===== config.mk =====
export PLATFORM = sky130hd
export DESIGN_NAME = fltadd_seq
export DESIGN_NICKNAME = d
export VERILOG_FILES = /design/src/rtl/fltadd_seq.sv
export SDC_FILE = /design/constraint.sdc
export NUM_CORES = 1
export LEC_CHECK = 0
export ABC_AREA = 1
export CAP_MARGIN = 40
export CORE_MARGIN = 5
export CORE_UTILIZATION = 42
export DETAILED_ROUTE_END_ITERATION = 6
export HOLD_SLACK_MARGIN = 0.02
export PLACE_DENSITY = 0.71
export SLEW_MARGIN = 20
export SYNTH_ARGS = -nofsm -noshare
export SYNTH_HDL_FRONTEND = slang
export SYNTH_SLANG_ARGS = --single-unit

===== constraint.sdc =====
create_clock -name clk -period 3.85 [get_ports clk]
set_clock_uncertainty 0.15 [all_clocks]
set_input_delay 0.9625 -clock clk [delete_from_list [all_inputs] [get_ports clk]]
set_output_delay 0.9625 -clock clk [all_outputs]
set_load 0.02 [all_outputs]

===== src/rtl/fltadd_seq.sv =====
// fltadd_seq: sequential floating-point adder/subtractor with a start/done
// handshake. Exponent/mantissa widths are parameters (default IEEE half).
//
// Ports:
//   clk     - clock, all state on the rising edge
//   reset   - asynchronous active-low reset
//   start   - request, sampled only in IDLE or DONE
//   sub     - 0: a+b, 1: a-b (sign of b inverted at capture)
//   op_a    - operand A {sign, exp, mant}
//   op_b    - operand B {sign, exp, mant}
//   busy    - high in every state except IDLE and DONE
//   done    - high in DONE, held until the next accepted start
//   result  - sum, valid while done=1
//   flags   - {invalid, overflow, inexact, zero}, valid while done=1
module fltadd_seq #(
    parameter int EXP_W = 5,
    parameter int MAN_W = 10,
    parameter int ROUND = 1
) (
    input  logic                     clk,
    input  logic                     reset,
    input  logic                     start,
    input  logic                     sub,
    input  logic [EXP_W+MAN_W:0]     op_a,
    input  logic [EXP_W+MAN_W:0]     op_b,
    output logic                     busy,
    output logic                     done,
    output logic [EXP_W+MAN_W:0]     result,
    output logic [3:0]               flags
);

    localparam int W  = 1 + EXP_W + MAN_W;
    localparam int MW = MAN_W + 4;              // hidden + mant + G,R,S
    localparam logic [EXP_W-1:0] E_ONES = '1;
    localparam logic [EXP_W-1:0] E_ONE  = EXP_W'(1);
    localparam logic [EXP_W-1:0] LIM    = EXP_W'(MAN_W + 3);

    typedef enum logic [2:0] {IDLE, ALIGN, ADD, NORM, RND, DONE} state_t;

    state_t              r_state;
    logic                r_special, r_inv;
    logic                r_sa, r_sb;            // r_sa: sign of larger operand
    logic [EXP_W-1:0]    r_exp, r_diff;
    logic [MW-1:0]       r_ma, r_mb;
    logic [MW:0]         r_mag;                 // carry + MW
    logic                r_busy, r_done;
    logic [W-1:0]        r_result;
    logic [3:0]          r_flags;

    // ---- unpack at capture ----
    logic                w_sa, w_sb;
    logic [EXP_W-1:0]    w_ea, w_eb, w_ea_eff, w_eb_eff;
    logic [MAN_W-1:0]    w_fa, w_fb;
    logic [MAN_W:0]      w_mfa, w_mfb;
    logic                w_a_nan, w_b_nan, w_a_inf, w_b_inf;
    logic                w_invalid, w_special, w_a_ge_b;
    logic [W-1:0]        w_spec_res;

    assign w_sa     = op_a[W-1];
    assign w_sb     = op_b[W-1] ^ sub;
    assign w_ea     = op_a[MAN_W +: EXP_W];
    assign w_eb     = op_b[MAN_W +: EXP_W];
    assign w_fa     = op_a[MAN_W-1:0];
    assign w_fb     = op_b[MAN_W-1:0];
    assign w_ea_eff = (w_ea == '0) ? E_ONE : w_ea;
    assign w_eb_eff = (w_eb == '0) ? E_ONE : w_eb;
    assign w_mfa    = {w_ea != '0, w_fa};
    assign w_mfb    = {w_eb != '0, w_fb};
    assign w_a_nan  = (w_ea == E_ONES) && (w_fa != '0);
    assign w_b_nan  = (w_eb == E_ONES) && (w_fb != '0);
    assign w_a_inf  = (w_ea == E_ONES) && (w_fa == '0);
    assign w_b_inf  = (w_eb == E_ONES) && (w_fb == '0);
    assign w_invalid = w_a_nan || w_b_nan || (w_a_inf && w_b_inf && (w_sa != w_sb));
    assign w_special = w_invalid || w_a_inf || w_b_inf;
    assign w_a_ge_b  = {w_ea_eff, w_mfa} >= {w_eb_eff, w_mfb};
    assign w_spec_res = w_invalid ? {1'b0, E_ONES, 1'b1, {(MAN_W-1){1'b0}}} :
                        w_a_inf   ? {w_sa, E_ONES, {MAN_W{1'b0}}} :
                                    {w_sb, E_ONES, {MAN_W{1'b0}}};

    // ---- rounding / packing of the normalised magnitude ----
    logic [MAN_W:0]      w_m;
    logic                w_g, w_r, w_s, w_inc, w_ovf, w_inexact;
    logic [MAN_W+1:0]    w_m2;
    logic [EXP_W:0]      w_e_fin;
    logic [MAN_W-1:0]    w_man_fin;
    logic [EXP_W-1:0]    w_exp_st;

    assign w_m       = r_mag[MW-1:3];
    assign w_g       = r_mag[2];
    assign w_r       = r_mag[1];
    assign w_s       = r_mag[0];
    assign w_inc     = (ROUND != 0) && w_g && (w_r || w_s || w_m[0]);
    assign w_m2      = {1'b0, w_m} + (MAN_W+2)'(w_inc);
    assign w_e_fin   = {1'b0, r_exp} + (EXP_W+1)'(w_m2[MAN_W+1]);
    assign w_man_fin = w_m2[MAN_W+1] ? w_m2[MAN_W:1] : w_m2[MAN_W-1:0];
    // A hidden bit of 0 here can only occur at exp==1: a subnormal result.
    assign w_exp_st  = w_m2[MAN_W+1] ? w_e_fin[EXP_W-1:0] :
                       (w_m2[MAN_W] ? r_exp : {EXP_W{1'b0}});
    assign w_ovf     = w_e_fin >= {1'b0, E_ONES};
    assign w_inexact = w_g | w_r | w_s;

    always_ff @(posedge clk or negedge reset) begin
        if (!reset) begin
            r_state   <= IDLE;
            r_special <= 1'b0;
            r_inv     <= 1'b0;
            r_sa      <= 1'b0;
            r_sb      <= 1'b0;
            r_exp     <= '0;
            r_diff    <= '0;
            r_ma      <= '0;
            r_mb      <= '0;
            r_mag     <= '0;
            r_busy    <= 1'b0;
            r_done    <= 1'b0;
            r_result  <= '0;
            r_flags   <= '0;
        end else if ((r_state == IDLE || r_state == DONE) && start) begin
            r_state   <= ALIGN;
            r_busy    <= 1'b1;
            r_done    <= 1'b0;
            r_flags   <= '0;
            r_special <= w_special;
            r_inv     <= w_invalid;
            if (w_special) r_result <= w_spec_res;
            // Keep the larger magnitude in the "a" registers.
            if (w_a_ge_b) begin
                r_sa   <= w_sa;
                r_sb   <= w_sb;
                r_exp  <= w_ea_eff;
                r_ma   <= {w_mfa, 3'b000};
                r_mb   <= {w_mfb, 3'b000};
                r_diff <= w_ea_eff - w_eb_eff;
            end else begin
                r_sa   <= w_sb;
                r_sb   <= w_sa;
                r_exp  <= w_eb_eff;
                r_ma   <= {w_mfb, 3'b000};
                r_mb   <= {w_mfa, 3'b000};
                r_diff <= w_eb_eff - w_ea_eff;
            end
        end else begin
            case (r_state)
                ALIGN: begin
                    if (r_special) begin
                        r_state <= DONE;
                        r_busy  <= 1'b0;
                        r_done  <= 1'b1;
                        r_flags <= {r_inv, 3'b000};
                    end else if (r_diff == '0) begin
                        r_state <= ADD;
                    end else if (r_diff > LIM) begin
                        r_mb    <= {{(MW-1){1'b0}}, |r_mb};
                        r_diff  <= '0;
                        r_state <= ADD;
                    end else begin
                        r_mb   <= {1'b0, r_mb[MW-1:2], r_mb[1] | r_mb[0]};
                        r_diff <= r_diff - E_ONE;
                        if (r_diff == E_ONE) r_state <= ADD;
                    end
                end
                ADD: begin
                    r_mag   <= (r_sa == r_sb) ? ({1'b0, r_ma} + {1'b0, r_mb})
                                              : ({1'b0, r_ma} - {1'b0, r_mb});
                    r_state <= NORM;
                end
                NORM: begin
                    if (r_mag[MW]) begin
                        r_mag   <= {1'b0, r_mag[MW:2], r_mag[1] | r_mag[0]};
                        r_exp   <= r_exp + E_ONE;
                        r_state <= RND;
                    end else if ((r_mag != '0) && !r_mag[MW-1] && (r_exp != E_ONE)) begin
                        r_mag <= r_mag << 1;
                        r_exp <= r_exp - E_ONE;
                    end else begin
                        r_state <= RND;
                    end
                end
                RND: begin
                    if (r_mag == '0) begin
                        r_result <= {r_sa & r_sb, {(W-1){1'b0}}};
                        r_flags  <= 4'b0001;
                    end else if (w_ovf) begin
                        r_result <= {r_sa, E_ONES, {MAN_W{1'b0}}};
                        r_flags  <= 4'b0110;
                    end else begin
                        r_result <= {r_sa, w_exp_st, w_man_fin};
                        r_flags  <= {2'b00, w_inexact, 1'b0};
                    end
                    r_state <= DONE;
                    r_busy  <= 1'b0;
                    r_done  <= 1'b1;
                end
                IDLE, DONE: ;
                default: r_state <= IDLE;
            endcase
        end
    end

    assign busy   = r_busy;
    assign done   = r_done;
    assign result = r_result;
    assign flags  = r_flags;

endmodule


== Word level (Yosys, flattened, before mapping) ==
Cells that the tools add are included.

* Add/sub/neg operators: 9
* Multipliers: 0
* Div/mod/pow operators: 0
* Order comparisons: 3
* Eq/ne operators: 19
* Shift operators: 0
* Mux-type cells: 55
* Bitwise operators: 7
* Reductions and logical operators: 45

{| class="wikitable"
|+ Operators by type and width
! cell !! count
|-
| 16-bit two-way mux || 6
|-
| 14-bit two-way mux || 6
|-
| 5-bit two-way mux || 15
|-
| 15-bit two-way mux || 4
|-
| 15-bit case mux with 2 select lines || 1
|-
| 3-bit two-way mux || 9
|-
| 10-bit zero test || 2
|-
| 10-bit nonzero test || 2
|-
| 16-bit greater-or-equal comparator || 1
|-
| 14-bit by 14-bit adder with 15-bit output || 1
|-
| 15-bit zero test || 1
|-
| 5-bit zero test || 3
|-
| 3-bit case mux with 5 select lines || 1
|-
| 15-bit nonzero test || 1
|-
| 14-bit by 14-bit subtractor with 15-bit output || 1
|-
| 14-bit OR reduction || 1
|-
| 13-bit two-way mux || 1
|-
| 11-bit by 1-bit adder with 12-bit output || 1
|-
| 5-bit == test, second input constant || 2
|-
| 1-bit logical AND || 10
|-
| 10-bit two-way mux || 1
|-
| 5-bit nonzero test || 2
|-
| 5-bit by 1-bit subtractor with 5-bit output, second input constant || 2
|-
| 5-bit subtractor || 2
|-
| 32 further kinds || 62
|}

* Bits in registers: 82
* Bits in latches: 0
* RAM bits: 0
* Memory bits (read-only): 0
* Output and inout bits: 22
* Logic and storage cells: 153
* Memories kept: 0

== Depth between registers and ports, before layout ==
* Depth in word-level cells: 10
* Mapped depth: 22
* Depth with buffers taken out: 21

== Least setup slack after synthesis ==
Ideal clock, no wire load.

* Kind: input port to flip-flop
* Start: in op_a[13]
* End: reg r_diff[4]
* Setup time: 0.117 ns
* Arrival time: 2.664 ns
* Data required time: 3.583 ns
* Slack: 0.920 ns
* Stages on the path: 16
* Buffers on the path: 0
* Path through: inv_1 > nand2_1 > nor4_1 > nor2_1 > inv_1 > ha_1 > fa_1 > or2_2 > nand3_1 > nand2_1 > inv_1 > nand3_1 > nand3_1 > nand2_1 > nand2_1 > nand2_1

* Word-level cells in the longest chain between the ends: 5
* Elaborated cells on any way between the ends: 8
* Classes of those cells: add/sub (2); order compare (1); mux (3); reduce/logical (2)

{| class="wikitable"
|+ Ends and longest elaborated chain
! what !! line !! source
|-
| from (decl) || 24 || <nowiki>input logic [EXP_W+MAN_W:0] op_a,</nowiki>
|-
| 5-bit zero test || 65 || <nowiki>assign w_ea_eff = (w_ea == '0) ? E_ONE : w_ea;</nowiki>
|-
| 5-bit two-way mux || 65 ||
|-
| 16-bit greater-or-equal comparator (tied with other cells) || 75 || <nowiki>assign w_a_ge_b = {w_ea_eff, w_mfa} >= {w_eb_eff, w_mfb};</nowiki>
|-
| 5-bit two-way mux (*) || 127 || <nowiki>if (w_a_ge_b) begin</nowiki>
|-
| 5-bit two-way mux (*) || 118 || <nowiki>end else if ((r_state == IDLE || r_state == DONE) && start) begin</nowiki>
|-
| to (signal assigned) || 133 || <nowiki>r_diff <= w_ea_eff - w_eb_eff;</nowiki>
|-
| to (signal assigned) || 140 || <nowiki>r_diff <= w_eb_eff - w_ea_eff;</nowiki>
|-
| to (signal assigned) || 158 || <nowiki>r_diff <= r_diff - E_ONE;</nowiki>
|-
| to (decl) || 43 || <nowiki>logic [EXP_W-1:0] r_exp, r_diff;</nowiki>
|}

Every way passes the cells marked *; elsewhere a longest branch is shown, timed or not.
A chain may end at the register's enable or synchronous reset.

== Worst setup path in the final report ==
* Start: in op_a[13]
* End: reg r_mb[3]

* Word-level cells in the longest chain between the ends: 5
* Elaborated cells on any way between the ends: 6
* Classes of those cells: order compare (1); mux (3); reduce/logical (2)

{| class="wikitable"
|+ Ends and longest elaborated chain
! what !! line !! source
|-
| 5-bit zero test || 65 ||
|-
| 5-bit two-way mux || 65 ||
|-
| 16-bit greater-or-equal comparator (*) || 75 ||
|-
| 14-bit two-way mux (*) || 127 ||
|-
| 14-bit two-way mux (*) || 118 ||
|-
| to (signal assigned) || 132 || <nowiki>r_mb <= {w_mfb, 3'b000};</nowiki>
|-
| to (signal assigned) || 139 || <nowiki>r_mb <= {w_mfa, 3'b000};</nowiki>
|-
| to (signal assigned) || 153 || <nowiki>r_mb <= {{(MW-1){1'b0}}, |r_mb};</nowiki>
|-
| to (decl) || 44 || <nowiki>logic [MW-1:0] r_ma, r_mb;</nowiki>
|}

Marks and branches as above.

==> results.toml <==
[drt]
via_per_inst = 5.14
drt_iter0_drc = 441
ant_nets = 0
dr.pass1.iters = 7
wl_mm = 16.9
wl_per_cell_um = 14.0
vias = 6205
drc = 0

[worst_setup_path]
r2r-end = "result[6]"
crit_path_end_kind = "flip-flop"
crit_chain = "clkdlybuf4s50_1, inv_1, nand2_1, nor4_1, nor2_1, inv_1, ha_1, a21oi_1, nand2_1, a21oi_2, nand2_2, buf_12, nand2_1, nand3_1, a21oi_1"
cp_slowest_cell = "clkdlybuf4s50_1"
crit_top_cell = "nand2_1"
crit_path_end = "r_mb[3]"
reg2reg_slack_ps = 790
path_depth = 15
cp-startpoint = "op_a[13]"
crit_path_start_kind = "input port"
required_ps = 3960
path_max_fanout = 20
crit_family = "simple AND/OR/NAND/NOR gates"
r2r_cells = 20
path_buf_inv = 4
worstSetupPathType = "input port to flip-flop"
cp.arrival_ps = 3490
slowest_delay_ps = 450
reg2reg_from = "r_mag[6]"

[clock_tree]
cts_setup_buffers = 0
clock-sinks = 79
cts_inserted_buffers = 9
root_buffer = "clkbuf_16"
htreeDepth = 3
cts_resized = 0
clock_latency_ps = 340
tritoncts = "done"
clock_path_buffers = 2
cts_hold_buf = 0
path_clk_slew_ps = 60

[finish]
area_growth_pct = 16.0
antenna_cells = 0
fin_nets = 1097
post_layout_nonfiller_instances = 1207
final_util_pct = 49.7
drive_above_1_share_pct = 6.28

[synthesis]
synth.largest_area_cell = "dfrtp_1"
synth.net_count = 1054
syn_area_um2 = 6510
yosys_most_used_dff = "dfrtp_1"
ys_warn_count = 0
synthCells = 972
synth_most_common_cell = "nand2_1"
synth-edff-count = 0
ys_async_sr_fraction_pct = 100
synth_top_area_share_pct = 30.4
synth-seq-cells = 79
synth_area_leaders = "dfrtp_1 30%, nand2_1 14%, ha_1 8.3%"
yosysSeqAreaShare_pct = 30.4
avgSynthCellArea_um2 = 6.70
ys_types = 44
synth_common_cells = "235 x nand2_1, 115 x inv_1, 110 x nor2_1"

[floorplanning]
dieArea_um2 = 18100
die_h_um = 135
fp-row-count = 45
io_pins = 58
core_um2 = 15200
die_width_um = 135
start_util_pct = 42.8

[timing]
final-hold-violation-count = 0
fin_crit_sh_pct = 87.8
timing.hold.ws_ps = 327
slew_viol_final = 0
worstMarginPinSlew_ps = 480
rsz0062_at_grt = "false"
slew_headroom_pct = 68.0
fmax_mhz = 296
fin_crit_ps = 3380
tns_ps = 0
setup_viol = 0

[flow_run]
maxCapViolCount = 0

[global_route]
gr-total-overflow = 0
antenna_found_initial = 0
grt_pass1_vias = 5935
grt_max_degree = 56
grt_util_all_layers_pct = 19.1
grt_pass1_wl_mm = 28.7

[power]
p_leak_uw = 0.00380
p_sw_uw = 3720
seq_power_share_pct = 22.2
switching_share_pct = 50.7
power.internal_uw = 3610
powerDensity_nw_per_um2 = 971
pwr-share-comb_pct = 65.3
vdd_ir_drop_max_uv = 394
clock_power_share_pct = 12.6

[run_status]
outcome = "complete, no violations"

[placement]
hpwl_mm = 13.1
io_buffer_count = 57
gp_congestion = 0.964
place_inst = 1192

[worst_hold_path]
hold-path-cell-count = 2
min_path_type = "flip-flop to flip-flop"
layout by cell type (no fill, tap or decap), types with 9 or more instances in the layout:
cell type        instances
nand2_1                235
inv_1                  115
nor2_1                 110
nand3_1                 96
dfrtp_1                 79
a21oi_1                 78
clkdlybuf4s50_1         56
ha_1                    43
o21ai_0                 39
xor2_1                  25
o21ai_1                 16
nand4_1                 15
inv_2                   13
clkbuf_16                9
registers in the layout, summed over array words and instances (netlist names):
register   count
done           1
r_mb          14
r_special      1
r_sa           1
result        16
busy           1
r_sb           1
r_ma          11
r_diff         5
flags          4
r_mag         15
r_inv          1
r_state        3
r_exp          5
cell families (layout without fill, tap and decap cells):
group | after synthesis | after routing | synth area share, %
adder cells (fa/ha/maj) | 46 | 46 | 9.19
AO/OA/AOI/OAI | 157 | 157 | 13.0
XOR/XNOR | 31 | 31 | 4.17
flip-flops | 79 | 79 | 30.4
buffers and inverters | 164 | 211 | 10.4
AND/OR/NAND/NOR | 495 | 495 | 32.9
worst min path at each step:
stage	start	endpoint	slack [ps]
2_1_floorplan	r_diff[4]	r_diff[4]	300
3_3_place_gp	flags[0]	flags[0]	310
3_5_place_dp	flags[0]	flags[0]	310
4_1_cts	flags[0]	flags[0]	330
5_1_grt	r_inv	r_inv	350
6_report	flags[0]	flags[0]	330
power groups by stage:
stage	sequential [µW]	clock [µW]	combinational (µW)
4_1_cts	1610	931	4790
2_1_floorplan	1590	0	3590
6_report	1630	920	4780
3_5_place_dp	1620	0	4740
5_1_grt	1680	967	5470
3_3_place_gp	1610	0	4710
tightest hold or removal path, cell delays in order, from the launching register on:
cell	delay, ps
dfrtp_1	350
nand2_1	50
nand2_1	40
per-layer routing:
metal,up-vias,routed length (µm),GRT usage (%)
met5,-,0,0
li1,3230,-,-
met1,2802,8140,27.3
met2,147,7660,30.4
met3,26,740,2.38
met4,0,371,5.66
cell type report:
| type | count | area, µm² |
|---|---|---|
| fill | 1523 | 7650 |
| multi-input combinational | 729 | 3860 |
| sequential | 79 | 1980 |
| timing repair buffer | 66 | 668 |
| inverter | 130 | 490 |
| clock buffer | 10 | 239 |
| tap | 188 | 235 |
| clock inverter | 5 | 81.3 |
through the flow:
step                      setup WS [ps]  total power (µW)  area, µm²
after floorplan                     920              5180       6510
after global placement              231              6320       7200
after detailed placement            160              6360       7230
after CTS                           514              7340       7550
after global routing                211              8120       7550
final                               470              7330       7550
No activity file was read; power rests on OpenSTA's default activity.
